--- src/rtl/mem_arb_pkg.sv ---
// mem_arb_pkg: shared state encoding and constants for the two-port memory arbiter.
package mem_arb_pkg;
    typedef enum logic [1:0] {IDLE, BUS_IF, BUS_D} state_e;
    localparam logic [31:0] MEM_ARB_ABORT_DATA = 32'hDEAD_BEEF;
    localparam int MEM_ARB_TIMEOUT_CYC = 64;
endpackage

--- src/rtl/mem_arb_wdog.sv ---
// mem_arb_wdog: counts bus cycles without an ack; expire_o flags the last allowed cycle.
module mem_arb_wdog
    import mem_arb_pkg::*;
#(
    parameter int TIMEOUT_CYC = MEM_ARB_TIMEOUT_CYC
) (
    input  logic clk,
    input  logic reset,
    input  logic clr_i,
    input  logic en_i,
    output logic expire_o
);
    localparam int CW = $clog2(TIMEOUT_CYC + 1);
    logic [CW-1:0] cnt_q, cnt_d;
    assign cnt_d = clr_i ? '0 : en_i ? cnt_q + 1'b1 : cnt_q;
    assign expire_o = en_i && (cnt_q == CW'(TIMEOUT_CYC - 1));
    always_ff @(posedge clk or posedge reset) begin
        if (reset) cnt_q <= '0;
        else cnt_q <= cnt_d;
    end
endmodule

--- src/rtl/mem_arb.sv ---
// mem_arb: serialises IF and data requests onto one req/ack memory port with a timeout watchdog.
// Define MEM_ARB_FAIR_EN to let a waiting fetch win after two data grants in a row.
module mem_arb
    import mem_arb_pkg::*;
#(
    parameter int ADDR_W      = 32,
    parameter int DATA_W      = 32,
    parameter int TIMEOUT_CYC = MEM_ARB_TIMEOUT_CYC
) (
    input  logic                clk,
    input  logic                reset,
    input  logic                if_req,
    input  logic [ADDR_W-1:0]   if_addr,
    output logic [DATA_W-1:0]   if_rdata,
    output logic                if_ready,
    input  logic                d_req,
    input  logic                d_we,
    input  logic [DATA_W/8-1:0] d_be,
    input  logic [ADDR_W-1:0]   d_addr,
    input  logic [DATA_W-1:0]   d_wdata,
    output logic [DATA_W-1:0]   d_rdata,
    output logic                d_ready,
    output logic                m_req,
    output logic                m_we,
    output logic [DATA_W/8-1:0] m_be,
    output logic [ADDR_W-1:0]   m_addr,
    output logic [DATA_W-1:0]   m_wdata,
    input  logic [DATA_W-1:0]   m_rdata,
    input  logic                m_ack,
    output logic                err
);
    state_e state_q, state_d;
    logic m_req_q, m_req_d, m_we_q, m_we_d, if_ready_q, if_ready_d, d_ready_q, d_ready_d, err_q, err_d;
    logic [DATA_W/8-1:0] m_be_q, m_be_d;
    logic [ADDR_W-1:0] m_addr_q, m_addr_d;
    logic [DATA_W-1:0] m_wdata_q, m_wdata_d, if_rdata_q, if_rdata_d, d_rdata_q, d_rdata_d, rsp;
    logic idle, in_bus, d_v, if_v, fair_pri, grant_if, grant_d, expire, done;

    assign idle     = state_q == IDLE;
    assign in_bus   = !idle;
    assign d_v      = d_req && !d_ready_q;
    assign if_v     = if_req && !if_ready_q;
    assign grant_if = idle && if_v && (!d_v || fair_pri);
    assign grant_d  = idle && d_v && !grant_if;
    // an ack in the expiry cycle still counts as a normal completion
    assign done     = in_bus && (m_ack || expire);
    assign rsp      = m_ack ? m_rdata : DATA_W'(MEM_ARB_ABORT_DATA);

`ifdef MEM_ARB_FAIR_EN
    logic [1:0] fcnt_q, fcnt_d;
    assign fcnt_d   = grant_if ? 2'd0 : (grant_d && if_req && fcnt_q != 2'd2) ? fcnt_q + 2'd1 : fcnt_q;
    assign fair_pri = fcnt_q == 2'd2;
    always_ff @(posedge clk or posedge reset) begin
        if (reset) fcnt_q <= 2'd0;
        else fcnt_q <= fcnt_d;
    end
`else
    assign fair_pri = 1'b0;
`endif

    mem_arb_wdog #(.TIMEOUT_CYC(TIMEOUT_CYC)) u_wdog (
        .clk(clk), .reset(reset), .clr_i(idle), .en_i(in_bus), .expire_o(expire)
    );

    always_comb begin
        state_d    = state_q;
        m_req_d    = m_req_q;
        m_we_d     = m_we_q;
        m_be_d     = m_be_q;
        m_addr_d   = m_addr_q;
        m_wdata_d  = m_wdata_q;
        if_rdata_d = if_rdata_q;
        d_rdata_d  = d_rdata_q;
        if_ready_d = 1'b0;
        d_ready_d  = 1'b0;
        err_d      = err_q;
        if (grant_if || grant_d) begin
            state_d   = grant_d ? BUS_D : BUS_IF;
            m_req_d   = 1'b1;
            m_we_d    = grant_d && d_we;
            m_be_d    = grant_d ? d_be : '0;
            m_addr_d  = grant_d ? d_addr : if_addr;
            m_wdata_d = grant_d ? d_wdata : '0;
        end else if (done) begin
            state_d    = IDLE;
            m_req_d    = 1'b0;
            err_d      = err_q || !m_ack;
            d_ready_d  = state_q == BUS_D;
            if_ready_d = state_q == BUS_IF;
            d_rdata_d  = state_q == BUS_D ? rsp : d_rdata_q;
            if_rdata_d = state_q == BUS_IF ? rsp : if_rdata_q;
        end
    end

    always_ff @(posedge clk or posedge reset) begin
        if (reset) begin
            state_q    <= IDLE;
            m_req_q    <= 1'b0;
            m_we_q     <= 1'b0;
            m_be_q     <= '0;
            m_addr_q   <= '0;
            m_wdata_q  <= '0;
            if_rdata_q <= '0;
            d_rdata_q  <= '0;
            if_ready_q <= 1'b0;
            d_ready_q  <= 1'b0;
            err_q      <= 1'b0;
        end else begin
            state_q    <= state_d;
            m_req_q    <= m_req_d;
            m_we_q     <= m_we_d;
            m_be_q     <= m_be_d;
            m_addr_q   <= m_addr_d;
            m_wdata_q  <= m_wdata_d;
            if_rdata_q <= if_rdata_d;
            d_rdata_q  <= d_rdata_d;
            if_ready_q <= if_ready_d;
            d_ready_q  <= d_ready_d;
            err_q      <= err_d;
        end
    end

    assign m_req    = m_req_q;
    assign m_we     = m_we_q;
    assign m_be     = m_be_q;
    assign m_addr   = m_addr_q;
    assign m_wdata  = m_wdata_q;
    assign if_rdata = if_rdata_q;
    assign d_rdata  = d_rdata_q;
    assign if_ready = if_ready_q;
    assign d_ready  = d_ready_q;
    assign err      = err_q;
endmodule

--- config.mk ---
export PLATFORM = sky130hd
export DESIGN_NAME = mem_arb
export DESIGN_NICKNAME = d
export VERILOG_FILES = /design/src/rtl/mem_arb_pkg.sv /design/src/rtl/mem_arb_wdog.sv /design/src/rtl/mem_arb.sv
export SDC_FILE = /design/constraint.sdc
export NUM_CORES = 1
export LEC_CHECK = 0
export CORE_ASPECT_RATIO = 1.1
export CORE_UTILIZATION = 44
export DETAILED_ROUTE_END_ITERATION = 7
export GPL_TIMING_DRIVEN = 0
export PLACE_DENSITY = 0.81
export REMOVE_ABC_BUFFERS = 1
export SKIP_LAST_GASP = 1
export SLEW_MARGIN = 20
export SYNTH_ARGS = -nofsm -noshare
export SYNTH_HDL_FRONTEND = slang
export SYNTH_SLANG_ARGS = --single-unit
export TNS_END_PERCENT = 100
--- constraint.sdc ---
create_clock -name clk -period 15.52 [get_ports clk]
set_clock_uncertainty 0.1 [all_clocks]
set_input_delay 3.104 -clock clk [delete_from_list [all_inputs] [get_ports clk]]
set_output_delay 3.104 -clock clk [all_outputs]
set_load 0.005 [all_outputs]
==> metrics <==
status=completed; TritonCTS clock tree=built; IO Pins=around 280; multi-input logic area=0.00203 mm²; post-route ant nets=0; TritonCTS Buffers=17; Layout Area Growth over Synthesis=55.4%; yosys warns=0; Peak Freq=207 MHz; data required time of the critical path=15690 ps; Initial DRT Pass Iterations=4; CP Launch Type=input pin; crit path capture=d_rdata[0]; Die Ht=126 µm; Mapped Cells=510; CP startpoint=m_ack; GRT overflow=0; via count=between 5000 and 6000; vias in the first global route=5421; Worst-path clk slew=60 ps; r2r startpoint=state_q[0]; initial drt markers=between 300 and 400; R2R depth=6; cts hold-fix bufs=0; reg-to-reg slack, setup=13310 ps; first-pass GRT wire length=around 28000 µm; Max VDD drop=0.117 mV; H-tree levels=4; Total Routing Usage GR=0.251; Initial Utilization=0.449; crit path max fanout=24; Post-CTS Setup Bufs=0; chip width=roughly 110 µm; setup_tns=0 ps; Setup crit end kind=register; share of cells above drive strength 1=0.102; drt drc=0; Synth area leader=dfrtp_1; fill count=1030; power per cell area=between 150 and 200 mW/mm²; FF-to-FF End=m_addr[30]; initial antenna violation count=0; Bufs on Longest Clock Path=2; Final #Nets=911; largest net degree at the start of global routing=86; crit share post-route=0.312; RSZ-0062 raised after global routing=no; synth top area cells=dfrtp_1 59%, a22o_1 7.5%, o221a_2 5.5%; Overall Power=roughly 1.9 mW; vias per cell=5.38; Slew HR=0.272; Final Hold Fails=0; IO Port Bufs=274; library cells used by synthesis=39; die area=0.0145 mm²; CP Class=in2reg; Post-synth ARST share=1.00; count of pins over their slew limit=0; post-synthesis cell area=0.00617 mm²; Rows=45; WP data arrival=5010 ps; post-synth top area share=0.592; post-detail-place hpwl=about 13000 µm; post-CTS sizing=0; max cap viols=0; Mapped Avg Cell Area=approximately 12 µm²; HP Class=reg2reg; LEAKAGE=approximately 4.0 nW; register area=0.00365 mm²; wire length per cell=18.1 µm; sequential share of the synthesized area=0.592; core box area=0.0137 mm²; CTS sink cnt=~150; worst skew pair latency=410 ps; Antenna diodes=0; WHS=between 300 and 400 ps; endpoints failing setup=0; Seq cells post-synth=146; Final min period=4840 ps; main flop type after synthesis=dfrtp_1; number of synthesized flops with an enable pin=0; Worst Max-Slew Pin Slew=1090 ps; Clk Tree Root Cell=clkbuf_16; routability cong.=0.819; DRT Wirelength=17600 µm
==> worst min-delay path by stage <==
stage                    start         endpoint  slack (ps)  cells past startpoint
6_report       u_wdog.cnt_q[0]  u_wdog.cnt_q[0]         360                      1
5_1_grt        u_wdog.cnt_q[0]  u_wdog.cnt_q[0]         380                      1
4_1_cts        u_wdog.cnt_q[0]  u_wdog.cnt_q[0]         360                      1
3_5_place_dp   u_wdog.cnt_q[0]  u_wdog.cnt_q[0]         360                      1
3_3_place_gp   u_wdog.cnt_q[0]  u_wdog.cnt_q[0]         340                      1
2_1_floorplan  u_wdog.cnt_q[0]  u_wdog.cnt_q[0]         330                      1
==> worst max-delay path: stages <==
cell and delay (ps):
clkdlybuf4s50_1 630, nand3b_1 800, o22ai_1 380, a21oi_1 80
==> power by group <==
| part | switching (mW) | leakage [nW] | internal (mW) |
|---|---|---|---|
| combinational | 0.322 | 1.95 | 0.508 |
| sequential | 0.122 | 1.78 | 0.545 |
| clock | 0.154 | 0.278 | 0.248 |
==> routing by layer <==
layer  track usage  wire length (µm)  up-vias
met5             0                 0        -
met4        0.0848               233        0
met3        0.0885              1510       15
met2         0.441              9130      238
met1         0.281              6750     2589
li1              -                 -     2391
==> synth_stat cells, types with 2 or more instances <==
master / count
dfrtp_1: 146
a22o_1: 53
a21oi_1: 50
inv_1: 50
o22ai_1: 48
nand2b_1: 31
o221a_2: 30
buf_2: 21
a21o_1: 17
buf_6: 11
buf_4: 6
nor2_1: 6
nand2_1: 3
nand3_1: 3
nor2b_1: 3
or2b_1: 3
and3b_1: 2
buf_8: 2
nand3b_1: 2
o21ai_0: 2
o221a_1: 2
xor2_1: 2
==> final cells by class <==
class | count | area share
tap | 188 | 0.0245
clock inverter | 9 | 0.0111
timing repair buffer | 284 | 0.302
inverter | 50 | 0.0203
clock buffer | 22 | 0.0494
sequential | 146 | 0.381
multi-input combinational | 273 | 0.212
==> cells in the final DEF, fill, tap and decap left out, types with 2 or more instances in the layout <==
| cell type | n |
|---|---|
| a21o_1 | 17 |
| a21oi_1 | 50 |
| a22o_1 | 53 |
| and3b_1 | 2 |
| buf_16 | 2 |
| buf_6 | 6 |
| buf_8 | 2 |
| bufinv_16 | 2 |
| clkbuf_1 | 2 |
| clkbuf_16 | 17 |
| clkbuf_8 | 3 |
| clkdlybuf4s50_1 | 274 |
| clkinv_2 | 3 |
| clkinvlp_4 | 3 |
| dfrtp_1 | 146 |
| inv_1 | 49 |
| nand2_1 | 3 |
| nand2b_1 | 31 |
| nand3_1 | 3 |
| nand3b_1 | 2 |
| nor2_1 | 6 |
| nor2b_2 | 3 |
| o21ai_0 | 2 |
| o221a_1 | 2 |
| o221a_2 | 30 |
| o22ai_1 | 48 |
| or2b_1 | 3 |
| xor2_1 | 2 |
==> registers in the layout, indices dropped and copies added, names as in the netlist <==
register	count
d_ready	1
u_wdog.cnt_q	7
if_ready	1
if_rdata	32
m_we	1
m_be	4
m_addr	32
m_wdata	32
d_rdata	32
state_q	2
m_req	1
err	1
==> through the flow <==
step                setup slack (ps)  utilization  std cells  area, µm²
floorplan                       8390            -        469       5860
global placement                6620        0.644        931       8840
finish                         10680        0.698        972       9590
detailed placement             10280        0.656        941       9010
CTS                            10690        0.698        972       9590
global route                   10500        0.698        972       9590
==> logic make-up after synthesis <==
kind of cell,synth area share
AOI/OAI and AO/OA,0.255
DFF,0.592
buffers and inverters,0.0805
and+or+nand+nor,0.0665
xor gates and xnor gates,0.00426
adders and majority gates,0.00203
(Power assumes the default switching activity.)
==> RTL edit: new RTL, same settings <==
The 3 states of `state_e` get a one-hot encoding in 3 bits.
--- a/src/rtl/mem_arb_pkg.sv
+++ b/src/rtl/mem_arb_pkg.sv
@@ -2,3 +2,3 @@
 package mem_arb_pkg;
-    typedef enum logic [1:0] {IDLE, BUS_IF, BUS_D} state_e;
+    typedef enum logic [2:0] {IDLE = 3'b001, BUS_IF = 3'b010, BUS_D = 3'b100} state_e;
     localparam logic [31:0] MEM_ARB_ABORT_DATA = 32'hDEAD_BEEF;
Behaviour: no difference found for any inputs over 4 cycles, from zero or initial values and one cycle with reset high; so few cycles prove little.
==> RTL edit against the unedited design <==
- worst hold slack improved by 0.0077 ns
- wire length rose by 12%
- design area rose by 5.1%
- non-clock buffer count up 1
- power fell by 2.8%
- sequential cell count up 1
- area after synthesis grew 5.5%
- critical path type unchanged
- worst setup slack worse by 0.85 ns
- combinational power fell by 6.0%
- cell count rose by 7.6%
- global-route usage increased by 0.52 points
- critical endpoint is now m_wdata[20]
- via count increased by 13%
==> RTL edit: results <==
[outcome]
status = complete, no violations

[place]
dpl.hpwl_mm = 13.62
preCtsSetupSlack_ns = 9.111
postPlaceCellArea_sq_um = 9458
dp_cells = 1014
routabilityCongestion = 0.8031

[cts]
clkLatencyLatePin_ns = 0.42
cts_sinks = 147
h-tree-depth = 4

[routing]
drt_iter0_markers = 383
drt-wirelength-per-cell_um = 18.89
routed_wl_mm = 19.76
dr.pass1.iters = 6
num_vias = 5919

[synth]
synth_area_leaders = dfrtp_1 56%, a22o_1 5.0%, o22ai_1 4.6%
synthCells = 592
ys.flop_type = dfrtp_1
synth_fa_ha_area_share_pct = 0.1922
synth_xor_area_share_pct = 0.4035
synth.distinct_cells = 38
synth_compound_area_share_pct = 27.38
netlist_top_cells_count = 146 x dfrtp_1, 51 x a21oi_1, 50 x inv_1, 48 x o22ai_1, 40 x clkbuf_1

[setup_path]
r2r_start = if_ready
rrSetupSlack_ns = 12.67
critical_path.reg2reg.endpoint = m_wdata[20]
cp.arrival_ns = 5.94

[power_and_ir_drop]
peakVddDrop_mv = 0.08820
comb_power_share_pct = 42.3
p_seq_mw = 0.635
power_mw = 1.845
p_leak_nw = 4.147
switching_share_pct = 32.67

[finish]
multi_input_gates = 340
multi_input_area_share_pct = 24.30
nets = 980
clkCellAreaFrac_pct = 6.215
buffers = 285
register_area_sq_um = 3680

[timing]
worstMarginPinSlew_ns = 1.014
whs_ns = 0.3697

[grt]
grt_pass1_wl_mm = 30.61
grt_max_degree = 96
grtUsageTotal_pct = 25.67

[floorplanning]
die_w_um = 118.0

[hold_path]
holdPathEnd = err
min_from = err
-- RTL edit: changes by cell type after synthesis, moves of 29 or more --
cell	change
a2bb2oi_1	+32
clkbuf_1	+40
and3b_1	+31
o221a_2	-30
o31ai_1	+31
nand2b_1	-29
o21ai_0	+32
-- RTL edit: critical path, cell delays in order --
cell and delay [ns]:
clkdlybuf4s50_1 0.96, nand2b_2 0.88, a21o_2 0.71, a22o_1 0.25
-- RTL edit: layer usage --
metal | GRT usage [%] | vias up | wire, um
li1 | - | 2711 | -
met3 | 8.583 | 50 | 1631
met2 | 43.49 | 284 | 9647
met1 | 29.17 | 2874 | 7796
met5 | 0 | - | 0
met4 | 13.05 | 0 | 688
-- RTL edit: how the worst max path moves through the flow --
stage,from,to,slack [ns],cells past startpoint
floorplan,reset,d_rdata[0],8.37,1
global placement,reset,d_rdata[14],6.56,2
detailed placement,if_req,m_wdata[13],9.11,4
CTS,if_req,m_wdata[20],9.55,4
global route,if_req,m_wdata[0],9.69,4
finish,if_req,m_wdata[20],9.83,4
